--- src/rtl/v810_pkg.sv ---
// Shared types and constants for the v810 external-bus controller.
// Latency: n/a (declarations only).
// Backpressure: n/a.
package v810_pkg;

  // Bus-controller sequencer states.
  typedef enum logic {
    IDLE   = 1'b0,
    ACCESS = 1'b1
  } bctl_state_t;

  // Wait-state code meaning "wait for EXT_READYn" rather than a fixed count.
  localparam logic [2:0] BCTL_WS_EXT = 3'd7;

  // Bus status value that, with MRQn high, marks an I/O cycle.
  localparam logic [1:0] ST_IO = 2'b10;

  // Pick the 3-bit wait code of one region out of the packed per-region field.
  function automatic logic [2:0] region_ws(input logic [11:0] cfg, input logic [1:0] r);
    logic [2:0] code;
    case (r)
      2'd0:    code = cfg[2:0];
      2'd1:    code = cfg[5:3];
      2'd2:    code = cfg[8:6];
      default: code = cfg[11:9];
    endcase
    return code;
  endfunction

endpackage

--- src/rtl/v810_bus_decode.sv ---
// Classifies a bus cycle as one of four memory regions or I/O space.
// Latency: purely combinational.
// Backpressure: none; the caller decides when the result is used.
module v810_bus_decode
  import v810_pkg::*;
(
  input  logic [31:0] a_i,
  input  logic        mrq_n_i,
  input  logic [1:0]  st_i,
  output logic [1:0]  region_o,
  output logic        io_o,
  output logic        vld_o
);

  // Only the top two address bits select a region.
  logic unused_addr;
  assign unused_addr = ^a_i[29:0];

  assign region_o = a_i[31:30];
  assign io_o     = mrq_n_i && (st_i == ST_IO);
  assign vld_o    = !mrq_n_i || io_o;

endmodule

--- src/rtl/v810_bus_ctrl.sv ---
// External-bus sequencer: decodes BCYSTn cycles, counts per-region waits, drives READYn/SZRQn and strobes.
// Latency: strobes one cycle after BCYSTn, READYn low WS cycles later; back-to-back starts need no idle cycle.
// Backpressure: CE=0 freezes all state; optional BCTL_TIMEOUT_EN bounds code-7 waits on EXT_READYn.
module v810_bus_ctrl
  import v810_pkg::*;
#(
  parameter int unsigned TIMEOUT = 64
) (
  input  logic        CLK,
  input  logic        RES,
  input  logic        CE,
  input  logic [31:0] A,
  input  logic [1:0]  ST,
  input  logic        DAn,
  input  logic        MRQn,
  input  logic        RW,
  input  logic        BCYSTn,
  input  logic [11:0] CFG_WS,
  input  logic [3:0]  CFG_W16,
  input  logic [2:0]  CFG_IO_WS,
  input  logic        EXT_READYn,
  output logic        READYn,
  output logic        SZRQn,
  output logic [3:0]  nCE,
  output logic        nIOCE,
  output logic        nOE,
  output logic        nWE,
  output logic        BUSY,
  output logic        ERR
);

  localparam int unsigned TW = $clog2(TIMEOUT + 1);

  bctl_state_t state_q, state_d;
  logic [1:0]  region_q, region_d;
  logic        io_q, io_d;
  logic        rw_q, rw_d;
  logic        w16_q, w16_d;
  logic        ext_q, ext_d;
  logic [2:0]  wcnt_q, wcnt_d;

  logic [1:0]  dec_region;
  logic        dec_io;
  logic        dec_vld;
  logic        start;
  logic [2:0]  start_code;
  logic        ready;
  logic        tmo_hit;

  v810_bus_decode u_decode (
    .a_i      (A),
    .mrq_n_i  (MRQn),
    .st_i     (ST),
    .region_o (dec_region),
    .io_o     (dec_io),
    .vld_o    (dec_vld)
  );

  assign start      = dec_vld && !BCYSTn;
  assign start_code = dec_io ? CFG_IO_WS : region_ws(CFG_WS, dec_region);

  // Ready when the fixed wait count has run out, or on external/forced ready for code 7.
  assign ready = (state_q == ACCESS) &&
                 (ext_q ? (!EXT_READYn || tmo_hit) : (wcnt_q == 3'd0));

`ifdef BCTL_TIMEOUT_EN
  logic [TW-1:0] tcnt_q, tcnt_d;
  logic          err_q, err_d;

  assign tmo_hit = ext_q && (tcnt_q == TW'(TIMEOUT));

  // Count unanswered cycles of a code-7 access; any other cycle restarts from zero.
  always_comb begin
    tcnt_d = '0;
    err_d  = err_q;
    if (state_q == ACCESS && ext_q && !ready && !DAn) begin
      tcnt_d = tcnt_q + 1'b1;
    end
    if (state_q == ACCESS && tmo_hit && EXT_READYn) begin
      err_d = 1'b1;
    end
  end

  // Timeout counter and sticky error flag; only reset clears the flag.
  always_ff @(posedge CLK) begin
    if (RES) begin
      tcnt_q <= '0;
      err_q  <= 1'b0;
    end else if (CE) begin
      tcnt_q <= tcnt_d;
      err_q  <= err_d;
    end
  end

  assign ERR = err_q;
`else
  logic [TW-1:0] unused_tmo;
  assign unused_tmo = TW'(TIMEOUT);
  assign tmo_hit    = 1'b0;
  assign ERR        = 1'b0;
`endif

  // Sequencer next state: latch a new access, count waits, complete or abort.
  always_comb begin
    state_d  = state_q;
    region_d = region_q;
    io_d     = io_q;
    rw_d     = rw_q;
    w16_d    = w16_q;
    ext_d    = ext_q;
    wcnt_d   = wcnt_q;
    case (state_q)
      IDLE: begin
        if (start) begin
          state_d  = ACCESS;
          region_d = dec_region;
          io_d     = dec_io;
          rw_d     = RW;
          w16_d    = !dec_io && CFG_W16[dec_region];
          ext_d    = (start_code == BCTL_WS_EXT);
          wcnt_d   = (start_code == BCTL_WS_EXT) ? 3'd0 : start_code;
        end
      end
      ACCESS: begin
        if (ready) begin
          if (start) begin
            region_d = dec_region;
            io_d     = dec_io;
            rw_d     = RW;
            w16_d    = !dec_io && CFG_W16[dec_region];
            ext_d    = (start_code == BCTL_WS_EXT);
            wcnt_d   = (start_code == BCTL_WS_EXT) ? 3'd0 : start_code;
          end else begin
            state_d = IDLE;
          end
        end else if (DAn) begin
          state_d = IDLE;
        end else if (!ext_q) begin
          wcnt_d = wcnt_q - 3'd1;
        end
      end
      default: state_d = IDLE;
    endcase
  end

  // Sequencer registers advance only on clock enable; reset wins over everything.
  always_ff @(posedge CLK) begin
    if (RES) begin
      state_q  <= IDLE;
      region_q <= 2'd0;
      io_q     <= 1'b0;
      rw_q     <= 1'b0;
      w16_q    <= 1'b0;
      ext_q    <= 1'b0;
      wcnt_q   <= 3'd0;
    end else if (CE) begin
      state_q  <= state_d;
      region_q <= region_d;
      io_q     <= io_d;
      rw_q     <= rw_d;
      w16_q    <= w16_d;
      ext_q    <= ext_d;
      wcnt_q   <= wcnt_d;
    end
  end

  // Bus-side outputs come straight from the latched access, so strobes are glitch-free.
  always_comb begin
    BUSY   = 1'b0;
    nCE    = 4'hF;
    nIOCE  = 1'b1;
    nOE    = 1'b1;
    nWE    = 1'b1;
    READYn = 1'b1;
    SZRQn  = 1'b1;
    if (state_q == ACCESS) begin
      BUSY = 1'b1;
      if (io_q) begin
        nIOCE = 1'b0;
      end else begin
        nCE[region_q] = 1'b0;
      end
      nOE    = !rw_q;
      nWE    = rw_q;
      READYn = !ready;
      SZRQn  = !(ready && w16_q);
    end
  end

endmodule

--- config.mk ---
export PLATFORM = sky130hd
export DESIGN_NAME = v810_bus_ctrl
export DESIGN_NICKNAME = d
export VERILOG_FILES = /design/src/rtl/v810_pkg.sv /design/src/rtl/v810_bus_decode.sv /design/src/rtl/v810_bus_ctrl.sv
export SDC_FILE = /design/constraint.sdc
export NUM_CORES = 1
export LEC_CHECK = 0
export CAP_MARGIN = 20
export CORE_AREA = 5 5 58 60
export DETAILED_ROUTE_END_ITERATION = 10
export DIE_AREA = 0 0 63 65
export PLACE_DENSITY = 0.76
export SYNTH_ARGS = -nofsm -noshare
export SYNTH_HDL_FRONTEND = slang
export SYNTH_SLANG_ARGS = --single-unit
--- constraint.sdc ---
create_clock -name CLK -period 2.45 [get_ports CLK]
set_clock_uncertainty 0.05 [all_clocks]
set_input_delay 0.245 -clock CLK [delete_from_list [all_inputs] [get_ports CLK]]
set_output_delay 0.245 -clock CLK [all_outputs]
set_load 0.01 [all_outputs]
==> flow_metrics.tcl, run 1 <==
set metrics [dict create \
    grt_pass1_vias 901 \
    design_area_mm2 0.00126 \
    grt_max_degree 12 \
    wl_um 2160 \
    cts_resized 0 \
    synth.most_common_cell "nand2_1" \
    reg2reg_to "wcnt_q[0]" \
    final_nets 203 \
    synthTopCellsByCount "14 x nand2_1, 11 x nor2_1, 10 x dfxtp_1" \
    critPathLaunchType "register" \
    die_y_um 65 \
    cts_tree "yes" \
    grt.met2_usage_pct 19.1 \
    clock-sinks 10 \
    htreeDepth 1 \
    core.rowCount 20 \
    cts-root-buf "clkbuf_4" \
    r2r_start "wcnt_q[0]" \
    wl_per_cell_um 12.6 \
    path_clk_slew_ps 70 \
    dieArea_mm2 0.00410 \
    cp_slowest_cell "or4_1" \
    yosysTopAreaCellShare_pct 25.2 \
    ys_seq_elements 10 \
    worstMarginPinSlew_ps 566 \
    period_share_pct 88.1 \
    hpwl_um 1820 \
    critical_path_class "register to register" \
    cp_cell_sequence "inv_1, ha_1, nand2b_4, o211ai_1, nand2_1, or4_1, o22ai_1" \
    critPathCapture "wcnt_q[0]" \
    endpoint_kind "register" \
    ant_nets 0 \
    pwr_density_cell_mw_per_mm2 396 \
    cts_buffer_depth 2 \
    io_pins 72 \
    critPathTopFamily "simple AND/OR/NAND/NOR gates" \
    rsz0062_at_grt "no" \
    post-route-min-period_ps 2160 \
    critPathMaxFanout 7 \
    min_path_type "register to register" \
    slew_violations 0 \
    grt-ovfl-total 0 \
    synthFlopType "dfxtp_1" \
    fin_setup_tns_ps 0 \
    synthArstFlopShare_pct 0 \
    drtIter0Drc 28 \
    area_delta_synth_final_pct 58.7 \
    crit_buf_inv 1 \
    viasPerCell 5.13 \
    post_dp_cell_area_mm2 0.00122 \
    core_mm2 0.00288 \
    ys_seq_area_share_pct 25.2 \
    dp_cells 168 \
    grt_pass1_wl_um 3620 \
    hold_viol 0 \
    layout-drive-gt1-share_pct 10.8 \
    route.vias.total 883 \
    start_util_pct 27.6 \
    worstPathRequired_ps 2590 \
    cp_data_arrival_time_ps 2300 \
    fmax_mhz 463 \
    status "completed" \
    port-buffer-count 40 \
    cts_buffers 3 \
    cap_violations 0 \
    final_cells 172 \
    avgSynthCellArea_um2 8.11 \
    rr_worst_depth 7 \
    synth_area_leaders "dfxtp_1 25%, mux4_2 11%, nand2_1 6.6%, nor2_1 5.2%, mux2i_1 5.0%" \
    holdBufCountCts 0 \
    place_congestion 0.714 \
    fill_cells 280 \
    grtUsageMet3_pct 2.25 \
    post_cts_buffers 0 \
    firstDrtPassIters 4 \
    drc 0 \
    slew_headroom_pct 62.1 \
    busiest_layer "met2" \
    ys_types 37 \
    grtUsageMet1_pct 11.3 \
    synth_edf_count 0 \
    num_antenna_cells 0 \
    p_leak_uw 0.000484 \
    die_w_um 63 \
    synth_top_cell_by_area "dfxtp_1" \
    syn_nets 161 \
    clkLatencyLatePin_ps 270 \
    cp_slowest_stage_delay_ps 530 \
    syn_inst 98 \
    yosysWarnings 0 \
    worst-path-stages 7 \
    track_usage_pct 10.6 \
    reg2reg_slack_ps 290 \
    vdd.ir_drop.worst_v 0.000153 \
    syn_area_um2 795 \
    grt_antenna_before_repair 0 \
    crit_start "wcnt_q[0]" \
    setup_viol 0 \
]
==> sequential cells by signal (all words and copies together) (netlist names) <==
register,cells
wcnt_q,3
region_q,2
ext_q,1
io_q,1
rw_q,1
state_q,1
w16_q,1
==> cell usage in the layout, fill, tap and decap left out, types with 2 or more instances in the layout <==
master / instances
dfxtp_1: 10
nand2_1: 14
mux4_2: 4
inv_1: 4
a211oi_1: 2
ha_1: 2
clkbuf_4: 3
buf_4: 2
nand2b_1: 5
a21oi_1: 6
o21ai_0: 3
mux2i_1: 4
and3_1: 2
o22ai_1: 2
clkdlybuf4s50_1: 40
nor2_1: 11
nand3_1: 4
==> power by group <==
part	total (uW)	leakage (uW)	switching [uW]	internal [uW]
Sequential	182	0.0000817	9.78	172
Clock	151	0.0000210	61.1	90.3
Combinational	167	0.000382	68.3	98.5
Total	500	0.000484	139	361
==> tightest hold or removal path, delay by kind of cell, from the launching register on <==
kind            cells  cell delay (ps)
flops               1              320
simple gates        1               50
compound gates      1               50
==> area by class of cell <==
class | instances | area, um2 | share of cell area (%)
clock buffers | 4 | 36.3 | 2.88
inverters | 4 | 15.0 | 1.19
multi-input cells | 79 | 553 | 43.8
flip-flops and latches | 10 | 200 | 15.9
well taps | 33 | 41.3 | 3.27
repair buffers | 42 | 415 | 32.9
==> kinds of logic (layout without fill, tap and decap cells) <==
kind of cell / Yosys count / after routing / synth area share (%)
DFF: 10 / 10 / 25.2
muxes: 9 / 9 / 17.8
and+or+nand+nor: 47 / 47 / 31.2
other: 1 / 1 / 0.472
adders and majority gates: 2 / 2 / 3.15
AOI/OAI and AO/OA: 20 / 20 / 17.0
buffers and inverters: 9 / 50 / 5.20
==> stage by stage <==
| step | hold slack, ps | util, % | total power (uW) | setup slack, ps |
|---|---|---|---|---|
| CTS | 419 | 43.8 | 504 | 288 |
| global route | 467 | 43.8 | 527 | 173 |
| detailed placement | 408 | 42.6 | 353 | 333 |
| finish | 424 | 43.8 | 500 | 292 |
| global placement | 404 | 42.6 | 347 | 391 |
| floorplan | 291 | - | 272 | 599 |
==> routing by layer <==
metal  vias to the layer above  share of wire [%]  routed length, um
met5                         -                  0                  0
met4                         0                2.1                 45
met3                         5                8.3                179
met2                        39                 48               1050
met1                       404                 41                890
li1                        435                  -                  -
==> worst min path at each step <==
stage,slack [ps],cells after the start,to,startpoint
4_1_cts,420,2,w16_q,w16_q
6_report,420,2,rw_q,rw_q
5_1_grt,470,2,rw_q,rw_q
3_3_place_gp,400,2,w16_q,w16_q
2_1_floorplan,290,1,state_q,CE
3_5_place_dp,410,2,w16_q,w16_q
Note: power is estimated with default switching activity, not from simulation.
==> run 2, diff against run 1 <==
CTS_CLUSTER_SIZE = 40   (was not set)
==> results of run 2 <==
The final DEF is identical to that of run 1; final timing and power are the same.
==> run 3, diff against run 2 <==
GPL_ROUTABILITY_DRIVEN = 0   (was not set)
==> results of run 3 <==
The final DEF is identical to that of run 1; final timing and power are the same.
